[config.mk]
export PLATFORM = sky130hd
export DESIGN_NAME = ps2_key_sequencer
export DESIGN_NICKNAME = d
export VERILOG_FILES = /design/src/rtl/ps2_pkg.sv /design/src/rtl/ps2_frame_rx.sv /design/src/rtl/ps2_key_sequencer.sv
export SDC_FILE = /design/constraint.sdc
export NUM_CORES = 1
export LEC_CHECK = 0
export CAP_MARGIN = 30
export CORE_ASPECT_RATIO = 1.75
export CORE_UTILIZATION = 30
export CTS_CLUSTER_DIAMETER = 150
export DETAILED_ROUTE_END_ITERATION = 6
export MAX_ROUTING_LAYER = met4
export SLEW_MARGIN = 10
export SYNTH_ARGS = -nofsm -noshare
export SYNTH_HDL_FRONTEND = slang
export SYNTH_SLANG_ARGS = --single-unit
[constraint.sdc]
create_clock -name FPGAClk -period 2.9 [get_ports FPGAClk]
set_clock_uncertainty 0.2 [all_clocks]
set_input_delay 0.29 -clock FPGAClk [delete_from_list [all_inputs] [get_ports FPGAClk]]
set_output_delay 0.29 -clock FPGAClk [all_outputs]
set_load 0.01 [all_outputs]
[src/rtl/ps2_pkg.sv]
// ---------------------------------------------------------------------------
// ps2_pkg
// Shared scan-code constants and state types for the PS/2 keyboard front-end.
// Imported by ps2_frame_rx and ps2_key_sequencer.
// ---------------------------------------------------------------------------
package ps2_pkg;

    localparam logic [7:0] SC_BREAK  = 8'hF0;
    localparam logic [7:0] SC_EXT    = 8'hE0;
    localparam logic [7:0] SC_LSHIFT = 8'h12;
    localparam logic [7:0] SC_RSHIFT = 8'h59;
    localparam logic [7:0] SC_BKSP   = 8'h66;

    typedef enum logic [1:0] {IDLE, DATA, PARITY, STOP} frame_state_t;
    typedef enum logic [1:0] {BASE, BRK, EXT, EXT_BRK} dec_state_t;

endpackage

[src/rtl/ps2_frame_rx.sv]
// ---------------------------------------------------------------------------
// ps2_frame_rx
// Synchronizes the raw PS/2 clock/data pins, detects falling clock edges and
// assembles 11-bit frames (start, 8 data LSB first, odd parity, stop).
// Optional bus-inactivity timeout is compiled in with `define PS2_TIMEOUT_EN.
// Ports:
//   FPGAClk    in   system clock
//   rst        in   asynchronous active-low reset
//   PS2Clk     in   raw keyboard clock
//   datain     in   raw keyboard data
//   rx_byte    out  last assembled data byte (valid with byte_done)
//   byte_done  out  1-cycle pulse: good frame received
//   parity_err out  1-cycle pulse: frame dropped on parity
//   frame_err  out  1-cycle pulse: bad start/stop or timeout
//   timeout    out  1-cycle pulse: partial frame aborted by inactivity
// ---------------------------------------------------------------------------
module ps2_frame_rx
    import ps2_pkg::*;
#(
    parameter int SYNC_STAGES    = 2,
    parameter int TIMEOUT_CYCLES = 50000
) (
    input  logic       FPGAClk,
    input  logic       rst,
    input  logic       PS2Clk,
    input  logic       datain,
    output logic [7:0] rx_byte,
    output logic       byte_done,
    output logic       parity_err,
    output logic       frame_err,
    output logic       timeout
);

    logic [SYNC_STAGES-1:0] clk_sync;
    logic [SYNC_STAGES-1:0] data_sync;
    logic                   clk_prev;
    logic                   fall_edge;
    logic                   data_bit;
    logic                   abort;
    frame_state_t           state;
    logic [3:0]             bit_cnt;
    logic [7:0]             shreg;
    logic                   parity_bit;

    if (SYNC_STAGES < 2 || TIMEOUT_CYCLES < 1) begin : g_param_check
        $error("ps2_frame_rx: SYNC_STAGES must be >= 2 and TIMEOUT_CYCLES >= 1");
    end

    // Synchronizers reset to the idle-high bus level so that leaving reset
    // never looks like a falling clock edge.
    always_ff @(posedge FPGAClk or negedge rst) begin
        if (!rst) begin
            clk_sync  <= '1;
            data_sync <= '1;
            clk_prev  <= 1'b1;
        end else begin
            clk_sync  <= {clk_sync[SYNC_STAGES-2:0], PS2Clk};
            data_sync <= {data_sync[SYNC_STAGES-2:0], datain};
            clk_prev  <= clk_sync[SYNC_STAGES-1];
        end
    end

    assign fall_edge = clk_prev & ~clk_sync[SYNC_STAGES-1];
    assign data_bit  = data_sync[SYNC_STAGES-1];

`ifdef PS2_TIMEOUT_EN
    localparam int TW = $clog2(TIMEOUT_CYCLES + 1);

    logic [TW-1:0] idle_cnt;
    logic          any_edge;

    assign any_edge = clk_prev ^ clk_sync[SYNC_STAGES-1];
    assign abort    = (state != IDLE) && !any_edge &&
                      (idle_cnt == TW'(TIMEOUT_CYCLES - 1));

    // Inactivity counter only runs while a frame is in progress.
    always_ff @(posedge FPGAClk or negedge rst) begin
        if (!rst) begin
            idle_cnt <= '0;
        end else if (any_edge || state == IDLE || abort) begin
            idle_cnt <= '0;
        end else begin
            idle_cnt <= idle_cnt + TW'(1);
        end
    end
`else
    assign abort = 1'b0;
`endif

    // Frame FSM: all status pulses are registered, so they appear the cycle
    // after the stop-bit edge is detected.
    always_ff @(posedge FPGAClk or negedge rst) begin
        if (!rst) begin
            state      <= IDLE;
            bit_cnt    <= '0;
            shreg      <= '0;
            parity_bit <= 1'b0;
            byte_done  <= 1'b0;
            parity_err <= 1'b0;
            frame_err  <= 1'b0;
            timeout    <= 1'b0;
        end else begin
            byte_done  <= 1'b0;
            parity_err <= 1'b0;
            frame_err  <= 1'b0;
            timeout    <= 1'b0;
            if (abort) begin
                state     <= IDLE;
                bit_cnt   <= '0;
                frame_err <= 1'b1;
                timeout   <= 1'b1;
            end else if (fall_edge) begin
                case (state)
                    IDLE: begin
                        if (!data_bit) begin
                            state   <= DATA;
                            bit_cnt <= '0;
                        end else begin
                            frame_err <= 1'b1;
                        end
                    end
                    DATA: begin
                        shreg[bit_cnt[2:0]] <= data_bit;
                        if (bit_cnt == 4'd7) begin
                            state <= PARITY;
                        end else begin
                            bit_cnt <= bit_cnt + 4'd1;
                        end
                    end
                    PARITY: begin
                        parity_bit <= data_bit;
                        state      <= STOP;
                    end
                    STOP: begin
                        state   <= IDLE;
                        bit_cnt <= '0;
                        // A bad stop bit outranks a parity failure.
                        if (!data_bit) begin
                            frame_err <= 1'b1;
                        end else if (!(^{shreg, parity_bit})) begin
                            parity_err <= 1'b1;
                        end else begin
                            byte_done <= 1'b1;
                        end
                    end
                    default: state <= IDLE;
                endcase
            end
        end
    end

    assign rx_byte = shreg;

endmodule

[src/rtl/ps2_key_sequencer.sv]
// ---------------------------------------------------------------------------
// ps2_key_sequencer
// PS/2 keyboard front-end plus make/break/extended key-event decoder.
// Drives display shift-register commands (shren/del), a shift level, and
// hands make codes to a consumer over a valid/ready handshake.
// Optional frame timeout is compiled in with `define PS2_TIMEOUT_EN.
// Ports:
//   FPGAClk    in   system clock
//   rst        in   asynchronous active-low reset
//   PS2Clk     in   raw keyboard clock
//   datain     in   raw keyboard data
//   key        out  last accepted make code (extended codes have bit 7 set)
//   key_valid  out  key holds an undelivered event
//   key_ready  in   consumer ready
//   shren      out  1-cycle push pulse
//   del        out  1-cycle backspace pulse
//   shift      out  level, a shift key is held
//   parity_err out  1-cycle parity drop pulse
//   frame_err  out  1-cycle framing/timeout drop pulse
//   overflow   out  sticky: event overwrote an unconsumed key
// ---------------------------------------------------------------------------
module ps2_key_sequencer
    import ps2_pkg::*;
#(
    parameter int SYNC_STAGES    = 2,
    parameter int TIMEOUT_CYCLES = 50000
) (
    input  logic       FPGAClk,
    input  logic       rst,
    input  logic       PS2Clk,
    input  logic       datain,
    output logic [7:0] key,
    output logic       key_valid,
    input  logic       key_ready,
    output logic       shren,
    output logic       del,
    output logic       shift,
    output logic       parity_err,
    output logic       frame_err,
    output logic       overflow
);

    logic [7:0] rx_byte;
    logic       byte_done;
    logic       timeout;
    dec_state_t dec_state;
    logic       lshift_held;
    logic       rshift_held;
    logic       make_evt;
    logic       break_evt;
    logic [7:0] code;
    logic       push;
    logic       lshift_next;
    logic       rshift_next;

    ps2_frame_rx #(
        .SYNC_STAGES    (SYNC_STAGES),
        .TIMEOUT_CYCLES (TIMEOUT_CYCLES)
    ) u_frame_rx (
        .FPGAClk    (FPGAClk),
        .rst        (rst),
        .PS2Clk     (PS2Clk),
        .datain     (datain),
        .rx_byte    (rx_byte),
        .byte_done  (byte_done),
        .parity_err (parity_err),
        .frame_err  (frame_err),
        .timeout    (timeout)
    );

    // Classify the incoming byte; prefixes only move the FSM, and inside a
    // break sequence every byte (even E0/F0) is treated as the released key.
    always_comb begin
        make_evt  = 1'b0;
        break_evt = 1'b0;
        code      = rx_byte;
        if (byte_done) begin
            case (dec_state)
                BASE:    make_evt = (rx_byte != SC_BREAK) && (rx_byte != SC_EXT);
                EXT: begin
                    make_evt = (rx_byte != SC_BREAK);
                    code     = rx_byte | 8'h80;
                end
                BRK:     break_evt = 1'b1;
                EXT_BRK: begin
                    break_evt = 1'b1;
                    code      = rx_byte | 8'h80;
                end
                default: ;
            endcase
        end
    end

    assign push = make_evt && (code != SC_LSHIFT) && (code != SC_RSHIFT) &&
                  (code != SC_BKSP);

    // Two held-flags so releasing one shift key keeps shift asserted while
    // the other is still down.
    always_comb begin
        lshift_next = lshift_held;
        rshift_next = rshift_held;
        if (make_evt && code == SC_LSHIFT)  lshift_next = 1'b1;
        if (make_evt && code == SC_RSHIFT)  rshift_next = 1'b1;
        if (break_evt && code == SC_LSHIFT) lshift_next = 1'b0;
        if (break_evt && code == SC_RSHIFT) rshift_next = 1'b0;
    end

    // Decode FSM, command pulses and the key handshake register. A new event
    // always reloads key; it only flags overflow if the old one was pending
    // and not being taken this very cycle.
    always_ff @(posedge FPGAClk or negedge rst) begin
        if (!rst) begin
            dec_state   <= BASE;
            lshift_held <= 1'b0;
            rshift_held <= 1'b0;
            shift       <= 1'b0;
            shren       <= 1'b0;
            del         <= 1'b0;
            key         <= '0;
            key_valid   <= 1'b0;
            overflow    <= 1'b0;
        end else begin
            shren <= 1'b0;
            del   <= 1'b0;
            if (timeout) begin
                dec_state <= BASE;
            end else if (byte_done) begin
                case (dec_state)
                    BASE: begin
                        if (rx_byte == SC_BREAK)    dec_state <= BRK;
                        else if (rx_byte == SC_EXT) dec_state <= EXT;
                    end
                    EXT:     dec_state <= (rx_byte == SC_BREAK) ? EXT_BRK : BASE;
                    default: dec_state <= BASE;
                endcase
            end
            lshift_held <= lshift_next;
            rshift_held <= rshift_next;
            shift       <= lshift_next | rshift_next;
            if (make_evt && code == SC_BKSP) del <= 1'b1;
            if (push) begin
                shren     <= 1'b1;
                key       <= code;
                key_valid <= 1'b1;
                if (key_valid && !key_ready) overflow <= 1'b1;
            end else if (key_valid && key_ready) begin
                key_valid <= 1'b0;
            end
        end
    end

endmodule

==> metrics.txt <==
Detail Placement HPWL=2550 um; Setup WS post-layout=0.633 ns; vias in the first global route=1367; Initial DRC Count=28; met1 usage=11.7%; CTS Buf Count=5; Synth Cell Area=1920 um2; Slew Viols, Final=0; RSZ-0062 raised after global routing=false; crit path from=u_frame_rx.rx_byte[1]; asr flop ratio synth=100%; die area=6730 um2; worst slew pin tran=0.532 ns; Main synth FF type=dfrtp_1; most frequent cells in the layout=35 x dfrtp_1, 18 x clkdlybuf4s50_1, 10 x nand2_1; Power Density=727 nW/um2; CTS tree=built; Req. time, crit path=2.88 ns; global route hottest layer=met2; drt wl/cell=12.8 um; global-route wire length before repair=6130 um; GR Layer Usage met3=2.86%; H-Tree Depth=2; Post-CTS Setup Inserts=0; Via density=4.72; grt ovf=0; Die Ht=108 um; RePlAce Congestion=0.772; max-cap violations=0; Clock Tree Buf Depth=2; IO buf count=19; Reg clk slew, reported paths=0.08 ns; crit start category=register; Tot GR Track Use=12.2%; share of layout cells above drive strength 1=between 10% and 20%; Pleak=roughly 0.0011 uW; Core Box Area=slightly above 6000 um2; Avg Cell Area, Syn=11.8 um2; DRC viols=0; Multi-input gate area=860 um2; Synth Warn #=0; sequential share of the synthesized area=52.5%; syn nets=~170; Ports=20; final hold slack=approximately 0.15 ns; crit-path max FO=11; CTS Sinks=40; number of synthesized flops with an enable pin=0; total negative slack=0 ns; GR Layer Usage met2=22.0%; Syn Inst Count=about 160; register area=1010 um2; pin count of the biggest net entering global routing=41; commonest non-fill, non-tap cell in the layout=dfrtp_1; Hold Vio Cnt, Final=0; arrival time at the worst endpoint=2.24 ns; first-pass iteration count of the detailed router=4; FILL cells=a little over 600; count of cell types in the netlist=45; Crit Reg-Reg Startpoint=u_frame_rx.rx_byte[1]; DRT Wirelength=3450 um; status=finished, final reports clean; final setup fails=0; Setup crit end kind=register; Slew headroom=~64%; Worst VDD drop=249 uV; Cell Rows=38; post-synthesis sequential element count=40; initial core utilization=31.1%; Tcrit/Tclk final=78.2%; Routed Antenna Nets=0; f_max=441 MHz; number of diodes=0; Die X=approximately 62 um; WS Path Type=reg2reg; P&R area growth vs syn=21.8%; crit path time final=2.27 ns; clock root buffer=clkbuf_8; initial antenna violation count=0; pre-CTS setup slack=0.627 ns; Worst-Skew Late Latency=0.29 ns; worst min-delay path class=in2async; fin nets=201; routed vias=1275
-- worst max-delay path, cell delays in order, from the launching register on --
cell	delay (ns)
dfrtp_1	0.46
or3b_1	0.44
o311a_1	0.42
o211ai_2	0.08
buf_4	0.23
mux2_1	0.33
-- cell type report --
cell class              count  area share, %
clock buffers               6           3.10
clock inverters             2           1.50
inverters                   9           1.44
multi-input cells         110           36.8
flip-flops and latches     40           43.1
well taps                  80           4.28
repair buffers             23           9.84
-- synthesized netlist by cell type, types with 2 or more instances --
cell | instances | area, um2
dfrtp_1 | 35 | 876
inv_1 | 8 | 30.0
nand3_1 | 6 | 30.0
ha_1 | 7 | 87.6
a31oi_1 | 2 | 12.5
o31ai_1 | 2 | 15.0
o21ai_1 | 2 | 10.0
or4_1 | 3 | 22.5
nand3b_1 | 3 | 22.5
nand2b_1 | 2 | 12.5
nor3b_1 | 3 | 22.5
a22o_1 | 4 | 35.0
mux2_4 | 7 | 105
nor2b_1 | 4 | 25.0
dfstp_2 | 5 | 131
mux2_2 | 7 | 78.8
o21ai_0 | 3 | 15.0
and2_1 | 2 | 12.5
nor3_1 | 3 | 15.0
mux2i_1 | 2 | 20.0
nor2_1 | 8 | 30.0
a21oi_1 | 5 | 25.0
nand2_1 | 10 | 37.5
xnor2_1 | 6 | 52.6
nor4_1 | 2 | 12.5
clkbuf_1 | 2 | 7.51
-- worst paths after layout --
kind / to / slack [ns] / depth (start not counted)
max in group asynchronous: u_frame_rx.data_sync[0] / 1.86 / 3
worst min-delay path: key[1] / 0.15 / 2
min in group FPGAClk: u_frame_rx.clk_sync[1] / 0.16 / 0
worst min register to register: u_frame_rx.clk_sync[1] / 0.16 / 0
worst max register to register: key[0] / 0.63 / 5
worst max-delay path: key[0] / 0.63 / 5
-- where the power goes --
| group | switching, uW | internal, uW | leakage [uW] |
|---|---|---|---|
| logic | 216 | 273 | 0.000465 |
| clock network | 197 | 256 | 0.0000552 |
| registers | 114 | 646 | 0.000531 |
| total | 526 | 1170 | 0.00105 |
-- stage by stage --
stage | power (uW) | instances | area, um2 | utilization [%]
floorplan | 1100 | 162 | 1920 | -
finish | 1700 | 270 | 2340 | 37.8
detailed placement | 1260 | 260 | 2200 | 35.6
global route | 1830 | 270 | 2340 | 37.8
global placement | 1260 | 260 | 2200 | 35.6
CTS | 1720 | 269 | 2320 | 37.5
-- registers in the layout, summed over array words and instances (netlist names), 2 cells and up --
name,flops
key,8
u_frame_rx.rx_byte,8
u_frame_rx.bit_cnt,4
dec_state,2
u_frame_rx.clk_sync,2
u_frame_rx.data_sync,2
u_frame_rx.state,2
-- cell families (layout without fill, tap and decap cells) --
group | Yosys count | after routing | synth area share [%]
xor+xnor | 7 | 7 | 3.91
fa+ha+maj | 7 | 7 | 4.56
simple gates | 54 | 54 | 16.1
compound gates | 25 | 25 | 9.00
buf+inv | 12 | 40 | 2.74
flops | 40 | 40 | 52.5
mux | 17 | 17 | 11.2
-- timing repair --
item | 4_1_cts | 5_1_grt
endpoints found under the hold margin | 35 | 0
hold buffers | 1 | 0
resized for setup | 0 | 0
-- routing by layer --
metal / share of wire, % / routed length (um) / up-vias
met5: 0 / 0 / -
met4: 2.8 / 98 / 0
met3: 2.2 / 76 / 8
met2: 56 / 1930 / 20
met1: 39 / 1350 / 617
li1: - / - / 630
(Power assumes the default switching activity.)
